===== config.mk =====
export PLATFORM = sky130hd
export DESIGN_NAME = fetch_issue_unit_flat
export DESIGN_NICKNAME = d
export VERILOG_FILES = /design/src/rtl/fetch_issue_unit_if.sv /design/src/rtl/fetch_issue_unit.sv /design/src/flat_wrapper.sv
export SDC_FILE = /design/constraint.sdc
export NUM_CORES = 1
export LEC_CHECK = 0
export CELL_PAD_IN_SITES_DETAIL_PLACEMENT = 0
export CELL_PAD_IN_SITES_GLOBAL_PLACEMENT = 1
export CORE_MARGIN = 5
export CORE_UTILIZATION = 35
export DETAILED_ROUTE_END_ITERATION = 8
export GPL_TIMING_DRIVEN = 1
export PLACE_DENSITY = 0.73
export SYNTH_ARGS = -nofsm -noshare
export SYNTH_HDL_FRONTEND = slang
export SYNTH_SLANG_ARGS = --single-unit
export TNS_END_PERCENT = 5

===== constraint.sdc =====
create_clock -name clk -period 3.6 [get_ports clk]
set_input_delay 0.54 -clock clk [delete_from_list [all_inputs] [get_ports clk]]
set_output_delay 0.54 -clock clk [all_outputs]
set_load 0.01 [all_outputs]

===== src/rtl/fetch_issue_unit_if.sv =====
// rtl/fetch_issue_unit_if.sv - imem read, decode handshake and redirect signals of the fetch/issue front end
interface fetch_issue_unit_if #(
    parameter int INSTR_W = 16,
    parameter int PC_W    = 10
);
    logic               imem_rd_en;
    logic [PC_W-1:0]    imem_addr;
    logic [INSTR_W-1:0] imem_rdata;
    logic               dec_valid;
    logic               dec_ready;
    logic [INSTR_W-1:0] dec_instr;
    logic [8:0]         dec_opcode;
    logic [PC_W-1:0]    dec_pc;
    logic               redirect_valid;
    logic [PC_W-1:0]    redirect_pc;
    logic               halted;

    modport master (
        output imem_rd_en, imem_addr, dec_valid, dec_instr, dec_opcode, dec_pc, halted,
        input  imem_rdata, dec_ready, redirect_valid, redirect_pc
    );

    modport slave (
        input  imem_rd_en, imem_addr, dec_valid, dec_instr, dec_opcode, dec_pc, halted,
        output imem_rdata, dec_ready, redirect_valid, redirect_pc
    );
endinterface


===== src/rtl/fetch_issue_unit.sv =====
// rtl/fetch_issue_unit.sv - PC, 1-cycle imem fetch, 2-entry issue FIFO with redirect flush
// Optional HLT stop: define HALT_DETECT_EN.
module fetch_issue_unit #(
    parameter int         INSTR_W  = 16,
    parameter int         PC_W     = 10,
    parameter int         RESET_PC = 0,
    parameter logic [8:0] NOP_OP   = 9'b101
) (
    input  logic clk,
    input  logic rst_n,
    fetch_issue_unit_if.master bus
);
    localparam logic [PC_W-1:0] RESET_PC_V = PC_W'(RESET_PC);

    logic [PC_W-1:0]    r_pc;
    logic [PC_W-1:0]    r_req_pc;
    logic               r_req_epoch;
    logic               r_epoch;
    logic               r_inflight;
    logic [1:0]         r_count;
    logic [INSTR_W-1:0] r_instr0;
    logic [INSTR_W-1:0] r_instr1;
    logic [PC_W-1:0]    r_ipc0;
    logic [PC_W-1:0]    r_ipc1;

    logic               w_valid;
    logic               w_pop;
    logic               w_push;
    logic               w_issue;
    logic               w_halted;
    logic [2:0]         w_occ;

    assign w_valid = (r_count != 2'd0);
    assign w_pop   = w_valid & bus.dec_ready;

    // Every in-flight read owns a FIFO slot, so the FIFO can never overflow.
    assign w_occ   = {1'b0, r_count} + {2'b00, r_inflight} - {2'b00, w_pop};
    assign w_issue = rst_n & ~bus.redirect_valid & ~w_halted & (w_occ < 3'd2);

    // Returns from a stale epoch, or arriving after a halt, are discarded.
    assign w_push  = r_inflight & (r_req_epoch == r_epoch) & ~bus.redirect_valid & ~w_halted;

`ifdef HALT_DETECT_EN
    logic r_halted;

    always_ff @(posedge clk or negedge rst_n) begin
        if (!rst_n) begin
            r_halted <= 1'b0;
        end else if (bus.redirect_valid) begin
            r_halted <= 1'b0;
        end else if (w_push && (bus.imem_rdata[INSTR_W-1 -: 9] == 9'h1FF)) begin
            r_halted <= 1'b1;
        end
    end

    assign w_halted = r_halted;
`else
    assign w_halted = 1'b0;
`endif

    always_ff @(posedge clk or negedge rst_n) begin
        if (!rst_n) begin
            r_pc        <= RESET_PC_V;
            r_req_pc    <= '0;
            r_req_epoch <= 1'b0;
            r_epoch     <= 1'b0;
            r_inflight  <= 1'b0;
        end else begin
            r_inflight <= w_issue;
            if (w_issue) begin
                r_req_pc    <= r_pc;
                r_req_epoch <= r_epoch;
                r_pc        <= r_pc + PC_W'(1);
            end
            if (bus.redirect_valid) begin
                r_pc    <= bus.redirect_pc;
                r_epoch <= ~r_epoch;
            end
        end
    end

    // Shift-register FIFO: entry 0 is always the head shown to decode.
    always_ff @(posedge clk or negedge rst_n) begin
        if (!rst_n) begin
            r_count  <= 2'd0;
            r_instr0 <= '0;
            r_instr1 <= '0;
            r_ipc0   <= '0;
            r_ipc1   <= '0;
        end else if (bus.redirect_valid) begin
            r_count <= 2'd0;
        end else begin
            case ({w_push, w_pop})
                2'b01: begin
                    r_instr0 <= r_instr1;
                    r_ipc0   <= r_ipc1;
                    r_count  <= r_count - 2'd1;
                end
                2'b10: begin
                    if (r_count == 2'd0) begin
                        r_instr0 <= bus.imem_rdata;
                        r_ipc0   <= r_req_pc;
                    end else begin
                        r_instr1 <= bus.imem_rdata;
                        r_ipc1   <= r_req_pc;
                    end
                    r_count <= r_count + 2'd1;
                end
                2'b11: begin
                    if (r_count == 2'd1) begin
                        r_instr0 <= bus.imem_rdata;
                        r_ipc0   <= r_req_pc;
                    end else begin
                        r_instr0 <= r_instr1;
                        r_ipc0   <= r_ipc1;
                        r_instr1 <= bus.imem_rdata;
                        r_ipc1   <= r_req_pc;
                    end
                end
                default: ;
            endcase
        end
    end

    assign bus.imem_rd_en = w_issue;
    assign bus.imem_addr  = r_pc;
    assign bus.dec_valid  = w_valid;
    assign bus.dec_instr  = w_valid ? r_instr0 : '0;
    assign bus.dec_opcode = w_valid ? r_instr0[INSTR_W-1 -: 9] : NOP_OP;
    assign bus.dec_pc     = w_valid ? r_ipc0 : '0;
    assign bus.halted     = w_halted;
endmodule


===== src/flat_wrapper.sv =====
// flat-port wrapper written by rule: the top's interface ports become plain ports
module fetch_issue_unit_flat 
#(
    parameter int         INSTR_W  = 16,
    parameter int         PC_W     = 10,
    parameter int         RESET_PC = 0,
    parameter logic [8:0] NOP_OP   = 9'b101
)
  (clk, rst_n, bus_imem_rd_en, bus_imem_addr, bus_dec_valid, bus_dec_instr, bus_dec_opcode, bus_dec_pc, bus_halted, bus_imem_rdata, bus_dec_ready, bus_redirect_valid, bus_redirect_pc);
  fetch_issue_unit_if #(.INSTR_W(INSTR_W), .PC_W(PC_W)) bus_i ();
  input  logic clk;
  input  logic rst_n;
  output wire logic [$bits(bus_i.imem_rd_en)-1:0] bus_imem_rd_en;
  output wire logic [$bits(bus_i.imem_addr)-1:0] bus_imem_addr;
  output wire logic [$bits(bus_i.dec_valid)-1:0] bus_dec_valid;
  output wire logic [$bits(bus_i.dec_instr)-1:0] bus_dec_instr;
  output wire logic [$bits(bus_i.dec_opcode)-1:0] bus_dec_opcode;
  output wire logic [$bits(bus_i.dec_pc)-1:0] bus_dec_pc;
  output wire logic [$bits(bus_i.halted)-1:0] bus_halted;
  input wire logic [$bits(bus_i.imem_rdata)-1:0] bus_imem_rdata;
  input wire logic [$bits(bus_i.dec_ready)-1:0] bus_dec_ready;
  input wire logic [$bits(bus_i.redirect_valid)-1:0] bus_redirect_valid;
  input wire logic [$bits(bus_i.redirect_pc)-1:0] bus_redirect_pc;
  assign bus_imem_rd_en = bus_i.imem_rd_en;
  assign bus_imem_addr = bus_i.imem_addr;
  assign bus_dec_valid = bus_i.dec_valid;
  assign bus_dec_instr = bus_i.dec_instr;
  assign bus_dec_opcode = bus_i.dec_opcode;
  assign bus_dec_pc = bus_i.dec_pc;
  assign bus_halted = bus_i.halted;
  assign bus_i.imem_rdata = bus_imem_rdata;
  assign bus_i.dec_ready = bus_dec_ready;
  assign bus_i.redirect_valid = bus_redirect_valid;
  assign bus_i.redirect_pc = bus_redirect_pc;
  fetch_issue_unit #(.INSTR_W(INSTR_W), .PC_W(PC_W), .RESET_PC(RESET_PC), .NOP_OP(NOP_OP)) u_core (.clk(clk), .rst_n(rst_n), .bus(bus_i));
endmodule

==> run summary, run 1 <==
first-pass GRT wire length = 14.30 mm
Post-DP HPWL = 5.652 mm
floorplan row count = 38
Pwr Density = 833.7 mW/mm^2
initial antenna violation count = 0
Peak Freq = 0.2931 GHz
Setup Buffers After CTS = 0
Max Cap Viol = 0
CTS clk-pin slew, worst paths = 0.08 ns
reg2reg end = u_core.bus.imem_addr[9]
die width = 114.4 um
CTS max path bufs = 2
critical path cell sequence = inv_1 > ha_1 > nand2b_1 > inv_1 > ha_1 > nand2b_1 > fa_1 > xor2_1 > or3_1 > inv_1 > clkdlybuf4s15_1
CP max FO = 3
fraction of layout instances using a drive strength above 1 = 0.1470
post-place setup slack = -0.06151 ns
DRT iter0 DRCs = 93
grt total ovfl = 0
crit start category = flip-flop
CP required = 3.06 ns
Hold WC Path Type = primary input to asynchronous set/reset pin
placed inst area = 0.004649 mm^2
P&R area growth vs syn = 26.67%
Netlist cell types = 43
first drt pass iteration count = 4
Ports = 78
Reg2Reg Depth = 12
syn avg cell area = 10.14 um^2
CTS tree = built
Slew headroom = 0.2900
count of buffers from port buffering = 76
initial core utilization = 0.3549
Setup Viol. Count Final = 0
setup ws final = 0.1888 ns
Setup CP Type = flip-flop to primary output
Final Net Count = 480
status = completed
die height = 114.4 um
final wirelength = 8.517 mm
Synth Cell Area = 0.003814 mm^2
Top FF cell, synth = dfrtp_1
ANT nets after route = 0
Remaining DRCs = 0
Final Hold Vio Count = 0
worst-margin pin slew = 1.065 ns
critical path's slowest cell = or3_1
Final Cell Area = 0.004831 mm^2
Post-Layout Cell Count = 589
total core area = 0.01075 mm^2
leak pwr = 0.002112 uW
yosys warns = 0
Peak supply drop = 0.2779 mV
Gate Count Post-Synth = 376
CTS root buf = clkbuf_8
Clock Latency Late Sink = 0.34 ns
CTS sink count = 77
Synth Register Bits = 77
Via density = 4.774
largest net degree at the start of global routing = 61
Die Area = 0.01308 mm^2
Inserted Clock Buffers = 9
Synth Net Count = 411
period utilisation layout = 0.9476
Tot Pwr = 4028 uW
Crit. Startpoint = u_core.r_count[0]
Layout fillers = 1046
Sum Neg Setup Slack = 0 ns
post-layout min period = 3.411 ns
GP Congestion = 0.7947
r2r startpoint = u_core.r_count[0]
Seq/Total Area, Yosys = 0.5052
RSZ-0062 raised after global routing = false
critical path's largest stage delay = 0.39 ns
All-Layer GR Usage = 0.1355
htree depth = 3
vias in the first global route = 2839
number of flops mapped to enable cells by yosys = 0
flop-to-flop setup slack = 0.63 ns
Placed Cells = 574
vias = 2812
number of diodes = 0
Synth async-reset ratio = 1.000
Worst setup EP type = primary output
max-slew violations = 0
Layout Skew = 0.008386 ns
crit path DAT = 2.87 ns
wire length per cell = 14.46 um
cell mode on critical path = inv_1
[worst max path at each step]
stage          cells after the start  slack [ns]        endpoint
6_report                          11        0.19  bus_imem_rd_en
5_1_grt                           11       0.002  bus_imem_rd_en
4_1_cts                           11        0.11  bus_imem_rd_en
3_5_place_dp                      10       -0.06  bus_imem_rd_en
3_3_place_gp                      10       -0.06  bus_imem_rd_en
2_1_floorplan                     12        0.34  bus_imem_rd_en
[flip-flops by register name, summed over array words and instances, names as in the netlist, 2 cells and up]
register	flops
u_core.bus.imem_addr	10
u_core.r_instr1	16
u_core.r_ipc0	10
u_core.r_ipc1	10
u_core.r_req_pc	10
u_core.r_instr0	16
u_core.r_count	2
[repair_timing]
item	CTS	global route
setup endpoints to repair	1	1
hold buffers	0	0
resized for setup	1	1
[cells in the mapped netlist, drive strengths merged, types with 3 or more instances]
cell,count,share of area
o311ai,10,0.031
a221o,3,0.0082
buf,24,0.045
inv,8,0.0079
ha,4,0.013
dfrtp,77,0.51
nand2,97,0.097
nor2b,27,0.045
nor2,29,0.029
nand3,3,0.0052
clkbuf,7,0.0069
xnor2,4,0.0092
a31oi,26,0.043
o21ai,7,0.0092
mux2,26,0.096
[placed cells by master, fill, tap and decap left out, types with 4 or more instances in the layout]
cell | Yosys | routed
o311ai_0 | 5 | 5
o21ai_0 | 6 | 6
nor2_1 | 29 | 29
inv_1 | 8 | 8
nand2_1 | 96 | 96
mux2_4 | 20 | 20
o311ai_2 | 4 | 4
a31oi_1 | 26 | 26
dfrtp_1 | 77 | 77
nor2b_1 | 26 | 26
xnor2_1 | 4 | 4
clkbuf_8 | 0 | 9
mux2_2 | 6 | 6
ha_1 | 4 | 4
buf_4 | 10 | 14
clkdlybuf4s50_1 | 0 | 74
[cell type report]
class                      instances  area (um^2)  area share
sequential                        77         1927      0.3989
inverter                           8        30.03    0.006216
clock buffer                      11        131.4     0.02720
multi-input combinational        260         1662      0.3440
tap                              140        175.2     0.03626
timing repair buffer              89        855.8      0.1772
clock inverter                     4        50.05     0.01036
[per-layer routing]
layer	track usage	vias to the layer above	share of wire
met4	0.03880	0	0.0048
met5	0	-	0
met1	0.1957	1338	0.51
met3	0.03647	4	0.061
met2	0.1995	85	0.43
li1	-	1385	-
[stage by stage]
step | hold slack (ns) | util
final | 0.06584 | 0.4496
after global routing | 0.05486 | 0.4496
after CTS | 0.05356 | 0.4495
after detailed placement | 0.4358 | 0.4327
after global placement | 0.4277 | 0.4327
after floorplan | 0.2444 | -
[worst max-delay path: cells and delay by family (launching register included)]
kind | cells | cell delay (ns)
fa+ha+maj | 3 | 0.79
simple gates | 3 | 0.70
buf+inv | 4 | 0.50
flops | 1 | 0.38
xor+xnor | 1 | 0.16
[cell families (layout without fill, tap and decap cells)]
| logic type | count (synthesis) | count (layout) | share of synthesized area |
|---|---|---|---|
| muxes | 26 | 26 | 0.09646 |
| DFF | 77 | 77 | 0.5052 |
| AOI/OAI and AO/OA | 51 | 51 | 0.1010 |
| adders and majority gates | 5 | 5 | 0.01837 |
| xor gates and xnor gates | 6 | 6 | 0.01378 |
| buffers and inverters | 39 | 112 | 0.05938 |
| and+or+nand+nor | 171 | 171 | 0.2047 |
| other | 1 | 1 | 0.0009833 |
[power breakdown]
part,switching [uW],internal [uW],leakage (uW)
clock,307,316,0.0000854
combinational,931,1010,0.00106
sequential,233,1230,0.000970
total,1470,2560,0.00211
No activity file was read; power rests on OpenSTA's default activity.
==> run 2: changes to the inputs <==
SETUP_SLACK_MARGIN = 0.4   (was unset)
==> run 2 against run 1 <==
Compared with the run above:
- routed wire length is 0.80% higher
- sequential share of layout area down 0.58 points
- final area rose by 1.5%
- combinational power increased by 6%
- clock power fell by 7.7%
- first-iteration DRC count is 5.4% higher
- largest cell class unchanged
==> run summary, run 2 (synthesis results as in run 1) <==
Pwr Density = 835.1 mW/mm^2
grt total ovfl = 0
Final Hold Vio Count = 0
Clock Latency Late Sink = 0.35 ns
first drt pass iteration count = 4
CTS clk-pin slew, worst paths = 0.09 ns
Remaining DRCs = 0
critical path's slowest cell = fa_2
initial antenna violation count = 0
biggest regs = u_core.r_instr0: 16 flops, u_core.r_instr1: 16 flops
CTS tree = built
Layout Skew = 0.01383 ns
Inserted Clock Buffers = 9
CTS max path bufs = 2
die width = 114.4 um
period utilisation layout = 0.8675
Peak Freq = 0.3202 GHz
RSZ-0062 raised after global routing = true
Sum Neg Setup Slack = 0 ns
status = completed
flop-to-flop setup slack = 0.75 ns
final wirelength = 8.585 mm
floorplan row count = 38
DRT iter0 DRCs = 98
leak pwr = 0.002138 uW
number of diodes = 0
Via density = 4.758
CTS sink count = 77
first-pass GRT wire length = 14.37 mm
largest net degree at the start of global routing = 64
Layout fillers = 1063
Hold WC Path Type = primary input to asynchronous set/reset pin
GP Congestion = 0.7765
Min Hold Slack = 0.03027 ns
buffers and inverters on the worst path = 4
Post-DP HPWL = 5.625 mm
Setup CP Type = flip-flop to primary output
total core area = 0.01075 mm^2
worst-margin pin slew = 1.060 ns
max-slew violations = 0
ANT nets after route = 0
Die Area = 0.01308 mm^2
Placed Cells = 573
Post-Layout Cell Count = 594
wire length per cell = 14.45 um
fraction of layout instances using a drive strength above 1 = 0.1850
Setup Viol. Count Final = 0
Crit path max-delay family = adder cells
Final Net Count = 484
Worst setup EP type = primary output
Max Cap Viol = 0
crit start category = flip-flop
most frequent cells in the layout = nand2_1, dfrtp_1, clkdlybuf4s50_1, nor2_1
Tot Pwr = 4094 uW
P&R area growth vs syn = 28.54%
initial core utilization = 0.3549
vias = 2826
die height = 114.4 um
Slew headroom = 0.2935
leading cell type in the layout, fill and taps excluded = nand2_1
vias in the first global route = 2874
critical path cell sequence = inv_2 > ha_4 > nand2b_4 > inv_4 > ha_4 > nand2b_4 > fa_2 > nand2_2 > or3_4 > inv_4 > buf_6
post-layout min period = 3.123 ns
htree depth = 3
Ports = 78
critical path's largest stage delay = 0.53 ns
crit path DAT = 2.58 ns
CTS root buf = clkbuf_8
CP max FO = 2
Peak supply drop = 0.2998 mV
All-Layer GR Usage = 0.1364
CP required = 3.06 ns
count of buffers from port buffering = 76
-- run 2: repair_timing --
item,CTS,global route
hold buffers,0,0
pin swaps,3,3
buffers inserted,3,2
resized for setup,17,1
endpoints found under the setup margin,1,1
-- run 2: path summary, 6_finish.rpt --
path / startpoint / to / depth (start not counted)
worst max register to register: u_core.r_count[0] / u_core.bus.imem_addr[9] / 12
worst min-delay path: rst_n / u_core.r_instr0[4] / 1
min in group clk: u_core.r_req_pc[4] / u_core.r_req_pc[4] / 2
worst max-delay path: u_core.r_count[0] / bus_imem_rd_en / 11
max in group asynchronous: rst_n / u_core.bus.imem_addr[7] / 2
worst min register to register: u_core.r_req_pc[4] / u_core.r_req_pc[4] / 2
-- run 2: metrics by stage --
step                      instance area (um^2)  setup WS (ns)    util
after detailed placement                  4649       -0.05804  0.4327
after CTS                                 4885         0.4029  0.4546
after global placement                    4649       -0.07070  0.4327
final                                     4902         0.4770  0.4562
after floorplan                           3825         0.4268       -
after global routing                      4902         0.3704  0.4562
-- run 2: where the power goes --
group / switching, uW / leakage, uW / internal [uW]
sequential: 227 / 0.000970 / 1230
clock: 327 / 0.0000743 / 248
combinational: 973 / 0.00109 / 1080
-- run 2: area by class of cell --
type,count,area [um^2],area share
sequential,77,1927,0.3931
multi-input combinational,260,1712,0.3492
timing repair buffer,93,885.9,0.1807
tap,140,175.2,0.03573
clock buffer,10,127.6,0.02603
clock inverter,6,40.04,0.008167
inverter,8,35.03,0.007147
-- run 2: per-layer routing --
layer | GRT usage | wire length, um | vias up | part of all wire
li1 | - | - | 1403 | -
met5 | 0 | 0 | - | 0
met4 | 0.04751 | 89 | 0 | 0.010
met3 | 0.03066 | 449 | 7 | 0.052
met1 | 0.1967 | 4339 | 1334 | 0.51
met2 | 0.2014 | 3708 | 82 | 0.43
